[src/rtl/reg_bank_pkg.sv]
// Shared register-file constants and RegDest select encodings for the multicycle MIPS datapath.
package reg_bank_pkg;

  localparam int WORD_W     = 32;
  localparam int REG_ADDR_W = 5;

  localparam logic [REG_ADDR_W-1:0] REG_ZERO = 5'd0;
  localparam logic [REG_ADDR_W-1:0] REG_SP   = 5'd29;
  localparam logic [REG_ADDR_W-1:0] REG_RA   = 5'd31;

  localparam logic [WORD_W-1:0] SP_RESET_VAL = 32'd227;

  typedef enum logic [1:0] {
    RD_RT = 2'd0,
    RD_RA = 2'd1,
    RD_SP = 2'd2,
    RD_RD = 2'd3
  } reg_dest_e;

endpackage

[src/rtl/reg_bank_read_port.sv]
// One combinational read port: index decode, $zero forcing and, with REG_BANK_BYPASS_EN,
// same-cycle forwarding of the in-flight write-back word.
module reg_bank_read_port
  import reg_bank_pkg::*;
#(
  parameter int DATA_W = WORD_W,
  parameter int ADDR_W = REG_ADDR_W
) (
  input  logic [(2**ADDR_W)-1:0][DATA_W-1:0] regs,
`ifdef REG_BANK_BYPASS_EN
  input  logic                               reset,
  input  logic                               reg_write,
  input  logic [ADDR_W-1:0]                  write_reg,
  input  logic [DATA_W-1:0]                  write_data,
`endif
  input  logic [ADDR_W-1:0]                  read_reg,
  output logic [DATA_W-1:0]                  read_data
);

  logic fwd_hit_s;

`ifdef REG_BANK_BYPASS_EN
  assign fwd_hit_s = reg_write && !reset && (write_reg == read_reg);
`else
  assign fwd_hit_s = 1'b0;
`endif

  // Port mux: $zero always reads 0, forwarding beats storage.
  always_comb begin
    read_data = '0;
    if (read_reg == ADDR_W'(REG_ZERO)) begin
      read_data = '0;
    end else if (fwd_hit_s) begin
`ifdef REG_BANK_BYPASS_EN
      read_data = write_data;
`else
      read_data = '0;
`endif
    end else begin
      read_data = regs[read_reg];
    end
  end

endmodule

[src/rtl/reg_bank.sv]
// 32 x 32-bit MIPS register file: clocked writes, two combinational read ports.
// Optional write-through forwarding is enabled by defining REG_BANK_BYPASS_EN.
module reg_bank
  import reg_bank_pkg::*;
#(
  parameter int                DATA_W   = WORD_W,
  parameter int                ADDR_W   = REG_ADDR_W,
  parameter logic [DATA_W-1:0] SP_RESET = DATA_W'(SP_RESET_VAL)
) (
  input  logic              clk,
  input  logic              reset,
  input  logic              reg_write,
  input  logic [ADDR_W-1:0] write_reg,
  input  logic [DATA_W-1:0] write_data,
  input  logic [ADDR_W-1:0] read_reg1,
  input  logic [ADDR_W-1:0] read_reg2,
  output logic [DATA_W-1:0] read_data1,
  output logic [DATA_W-1:0] read_data2
);

  localparam int NUM_REGS = 2**ADDR_W;

  logic [NUM_REGS-1:0][DATA_W-1:0] regs_r;

  // Storage: reset overrides any write in the same cycle; $zero is never written.
  always_ff @(posedge clk) begin
    if (reset) begin
      for (int i = 0; i < NUM_REGS; i++) begin
        regs_r[i] <= '0;
      end
      regs_r[ADDR_W'(REG_SP)] <= SP_RESET;
    end else if (reg_write && (write_reg != ADDR_W'(REG_ZERO))) begin
      regs_r[write_reg] <= write_data;
    end else begin
      regs_r <= regs_r;
    end
  end

  reg_bank_read_port #(.DATA_W(DATA_W), .ADDR_W(ADDR_W)) u_port1 (
    .regs       (regs_r),
`ifdef REG_BANK_BYPASS_EN
    .reset      (reset),
    .reg_write  (reg_write),
    .write_reg  (write_reg),
    .write_data (write_data),
`endif
    .read_reg   (read_reg1),
    .read_data  (read_data1)
  );

  reg_bank_read_port #(.DATA_W(DATA_W), .ADDR_W(ADDR_W)) u_port2 (
    .regs       (regs_r),
`ifdef REG_BANK_BYPASS_EN
    .reset      (reset),
    .reg_write  (reg_write),
    .write_reg  (write_reg),
    .write_data (write_data),
`endif
    .read_reg   (read_reg2),
    .read_data  (read_data2)
  );

endmodule

[config.mk]
export PLATFORM = sky130hd
export DESIGN_NAME = reg_bank
export DESIGN_NICKNAME = d
export VERILOG_FILES = /design/src/rtl/reg_bank_pkg.sv /design/src/rtl/reg_bank_read_port.sv /design/src/rtl/reg_bank.sv
export SDC_FILE = /design/constraint.sdc
export NUM_CORES = 2
export LEC_CHECK = 0
export CAP_MARGIN = 20
export CORE_MARGIN = 8
export CORE_UTILIZATION = 55
export DETAILED_ROUTE_END_ITERATION = 10
export MAX_ROUTING_LAYER = met4
export PLACE_DENSITY = 0.73
export SLEW_MARGIN = 20
export SYNTH_ARGS = -nofsm -noshare
export SYNTH_HDL_FRONTEND = slang
export SYNTH_SLANG_ARGS = --single-unit
[constraint.sdc]
create_clock -name clk -period 2.1 [get_ports clk]
set_input_delay 0.42 -clock clk [delete_from_list [all_inputs] [get_ports clk]]
set_output_delay 0.42 -clock clk [all_outputs]
set_load 0.02 [all_outputs]
; ---- Word level (Yosys, flattened, before mapping)
; Cells that the tools add are included.
[op_classes]
n_lt_le_gt_ge = 4
muxes = 9
reduce_logical = 5
[op_table]
columns = op, count
row1 = $bwmux 1024, 1
row2 = $bmux 32 s5, 2
row3 = $demux 32 s5, 1
row4 = $mux 32, 5
row5 = $lt 5x6->1 const B, 3
row6 = $logic_not 5->1, 2
row7 = $ge 5x1->1 const B, 1
row8 = $reduce_bool 5->1, 1
row9 = $logic_and 1x1->1, 2
[word_totals]
reg_bits = 1024
out_inout_bits = 64

; ---- Logic depth before layout (Yosys ltp)
[depth]
word_depth = 5
ltp_mapped = 9
mapped_depth_nobuf = 4

; ---- By module
; From an unflattened synthesis, not the netlist that was laid out.
[unflattened]
cells_unflattened = 4761
area_unflattened_um2 = 55592.1
[by_module_without_submodules]
columns = mod, instances, cells_per_inst, area_each_um2, seq_area_each_um2
row1 = reg_bank, 1, 3433, 38856.0, 20499.7
row2 = reg_bank_read_port, 2, 664, 8368.0, 0.0

; ---- Worst setup path after synthesis
; Ideal clock, no wire load.
[synth_path]
kind = in2out
startpoint = in read_reg2[1]
endpoint = out read_data2[11]
t_arrival_ps = 2113
setup_slack_ps = -433
stages = 7
path_cell_list = buf_4 buf_6 nor2b_1 clkbuf_1 a221oi_1 o21ai_0 a311oi_1
[synth_between]
elab_chain_cells = 3
elab_cells_between_ends = 4
cone_classes = mux (3) / reduce/logical (1)
[synth_lines]
columns = element, line
row1 = start: declaration, reg_bank.sv:16  ; input logic [ADDR_W-1:0] read_reg2,
row2 = $bmux 32 s5, reg_bank_read_port.sv:40  ; read_data = regs[read_reg];
row3 = $mux 32 (implied by the code), reg_bank_read_port.sv:40
row4 = $mux 32 *, reg_bank_read_port.sv:31  ; if (read_reg == ADDR_W'(REG_ZERO)) begin
row5 = end: declaration, reg_bank.sv:18  ; output logic [DATA_W-1:0] read_data2
; Mark *: on every way between the ends. The rest lies on a longest branch, timed or not. The select of a mux whose other input is x is not followed.

; ---- Worst setup path after layout
[layout_path]
startpoint = reg regs_r[114] in the netlist's numbering
endpoint = out read_data1[18]
[layout_between]
elab_chain_cells = 3
[layout_lines]
columns = element, line
row1 = start: declaration, reg_bank.sv:23  ; logic [NUM_REGS-1:0][DATA_W-1:0] regs_r;
row2 = start signal: indexed assignment, reg_bank.sv:33  ; regs_r[write_reg] <= write_data;
row3 = start signal: assignment, reg_bank.sv:35  ; regs_r <= regs_r;
row4 = $bmux 32 s5, reg_bank_read_port.sv:40
row5 = $mux 32 (implied by the code), reg_bank_read_port.sv:40
row6 = $mux 32, reg_bank_read_port.sv:31
row7 = end: declaration, reg_bank.sv:17  ; output logic [DATA_W-1:0] read_data1,
; Every way passes these cells. The select of a mux whose other input is x is not followed.

==> flow_summary.toml <==
[floorplanning]
chipWidth_um = 323
row_count = 112
ioPinCount = 114
start_util_pct = 55.4
die_y_um = 323
coreArea_um2 = 93300
die_area_um2 = 104000

[sta]
rsz0062_at_grt = "yes"
drv_slew = 0
setup_viol = 64
holdWs_ns = 0.109
worst_pin_slew_ns = 1.00
slew_headroom_pct = 33.0
fmax_mhz = 329
fin_crit_ns = 3.04
fin_skew_ns = 0
hold_viol = 0
fin_crit_sh_pct = 145
setup_ws_ns = -0.939

[clocking]
cts_root_buf = "clkbuf_16"
ctsLongestPathBuffers = 3
cts_buffers = 106
cts_tree = "yes"
h-tree-depth = 3
cts.sinks = 1024
clkLatencyLatePin_ns = 0.70
clk_pin_slew_worst_paths_ns = 0.07

[drt]
drt_iter0_markers = 8995
drc = 0
drt_wl_total_mm = 221
vias_per_cell = 6.86
ant_nets = 0
routedWlPerCell_um = 28.5
vias = 53000
drt_pass1_iterations = 9

[critical_path]
cp-end-kind = "output port"
cp_max_fo = 2
worstPathArrival_ns = 2.62
cp_data_required_time_ns = 1.68
path_cells = "buf_4 > mux4_2 > mux2i_1 > a221o_1 > a31oi_2 > buf_4 > buf_6"
crit_type = "flip-flop to output port"
slowest_stage = "mux4_2"
path_common_cell = "buf_4"
cpPeakStageDelay_ns = 0.47
cp-start-kind = "flip-flop"

[final_layout]
layout_common_cells = "nand2_1 (2031), a21oi_1 (987), dfxtp_1 (854)"
stdcell_area_um2 = 68000
regMostFlops = "regs_r"
mostFrequentLayoutCell = "nand2_1"
post-route-util_pct = 72.9
multi_input_area_um2 = 30600
layout-drive-gt1-share_pct = 33.8
num-fill-cells = 6179
syn_to_final_growth_pct = 31.5
largest_reg_flops = 1024
seq_area_um2 = 20700
final_nets = 6440
reg.largest.list = "regs_r: 1024 flops"

[synth]
synthesis.nets = 5880
seq_area_frac_synth_pct = 39.6
synth.avg_cell_area_um2 = 8.87
synth_compound_area_share_pct = 14.3
synth_top_family_by_area = "multiplexers"
synth_edf_count = 0
ys.flop_type = "dfxtp_1"
ys.warnings.count = 0
synth_area_um2 = 51700
synth_cells = 5830
yosys-top-cells-area = "dfxtp_1 (40%), mux4_2 (20%), nand2_1 (15%)"
synth-async-reset-ratio_pct = 0
synthDistinctLibCells = 39
synth.top_cell.area_share_pct = 39.6
synthMuxAreaShare_pct = 23.9
synth-simple-area-share_pct = 16.6
synth_adder_area_share_pct = 0
yosys.area.top_type = "dfxtp_1"
synth-xor-area-share_pct = 0
ys_ff_latch = 1024

[pwr]
leakagePower_nw = 23.9
ir_drop_mv = 0.708
p_per_area_nw_per_um2 = 674

[placement]
gp_congestion = 1.01
io_buffers = 113
hpwl_mm = 141
dpl_cell_area_um2 = 62300

[run]
max_cap_violations = 0

[run_status]
violations = "setup timing"
outcome = "finished, violations left"

[global_routing]
grt_usage_pct = 41.8
overflow = 0
grt_first_pass_wirelength_mm = 321
grt_max_degree = 98
grt_pass1_vias = 52000
antenna_found_initial = 6

[min_path]
hp-class = "input pin to flip-flop"
cells in the mapped netlist (all sizes together) (45+ instances only):
| cell | count |
|---|---|
| nand2 | 2054 |
| nor2b | 71 |
| mux2i | 192 |
| mux4 | 448 |
| a22oi | 64 |
| clkbuf | 342 |
| dfxtp | 1024 |
| o21ai | 77 |
| a21oi | 987 |
| a221oi | 45 |
| buf | 280 |
power by group:
part | total, mW | leakage, nW | switching, mW | internal (mW)
combinational | 5.58 | 13.8 | 3.30 | 2.28
clock | 20.6 | 1.85 | 8.44 | 12.2
sequential | 19.7 | 8.34 | 0.110 | 19.6
total | 45.8 | 23.9 | 11.9 | 34.0
cells by family (layout without fill, tap and decap cells):
| kind of cell | Yosys count | in the layout |
|---|---|---|
| AND/OR/NAND/NOR | 2190 | 2191 |
| AO/OA/AOI/OAI | 1320 | 1320 |
| flip-flops | 1024 | 1024 |
| multiplexers | 672 | 672 |
| buffers and inverters | 624 | 1269 |
| other | 0 | 6 |
critical path, delay by kind of cell (launching register included):
kind / cells / cell delay, ns
DFF: 1 / 0.32
buffers and inverters: 3 / 0.51
AOI/OAI and AO/OA: 2 / 0.41
muxes: 2 / 0.67
cell type report:
class / count / area share, %
flip-flops and latches: 1024 / 30.4
diodes: 6 / 0.0221
inverters: 2 / 0.0165
repair buffers: 1073 / 16.7
clock inverters: 44 / 0.877
multi-input cells: 4183 / 44.9
clock buffers: 150 / 4.65
well taps: 1254 / 2.31
per-layer routing:
| layer | share of wire, % | up-vias | global-route usage (%) |
|---|---|---|---|
| met5 | 0 | - | - |
| met2 | 42 | 5021 | 59.1 |
| li1 | - | 21600 | - |
| met1 | 33 | 25000 | 49.2 |
| met3 | 16 | 1416 | 15.6 |
| met4 | 8.2 | 0 | 28.5 |
path summary, 6_finish.rpt:
path	startpoint	end	slack, ns	depth (start not counted)
worst max-delay path	regs_r[114]$_SDFFE_PP0P_	read_data1[18]	-0.94	7
worst min-delay path	reset	regs_r[1004]$_SDFFE_PP0P_	0.11	2
worst max register to register	regs_r[835]$_SDFFE_PP0P_	regs_r[835]$_SDFFE_PP0P_	1.24	3
worst min register to register	regs_r[510]$_SDFFE_PP0P_	regs_r[510]$_SDFFE_PP0P_	0.46	2
what timing repair did:
action,in CTS,in global routing
endpoints found under the setup margin,64,64
hold buffers,0,0
cloned,5,3
gates resized for setup,566,200
pin swaps,77,61
buffers inserted,27,8
metrics by stage:
step	power (mW)	TNS, ns	worst slack [ns]	cells
after global placement	25.0	-130.10	-1.53	7499
after global routing	46.6	-41.48	-0.882	7736
after detailed placement	25.1	-158.26	-1.51	7499
final	45.8	-41.52	-0.939	7736
after floorplan	22.8	-8.99	-0.193	5830
after CTS	45.3	-39.36	-0.793	7721
No activity file was read; power rests on OpenSTA's default activity.
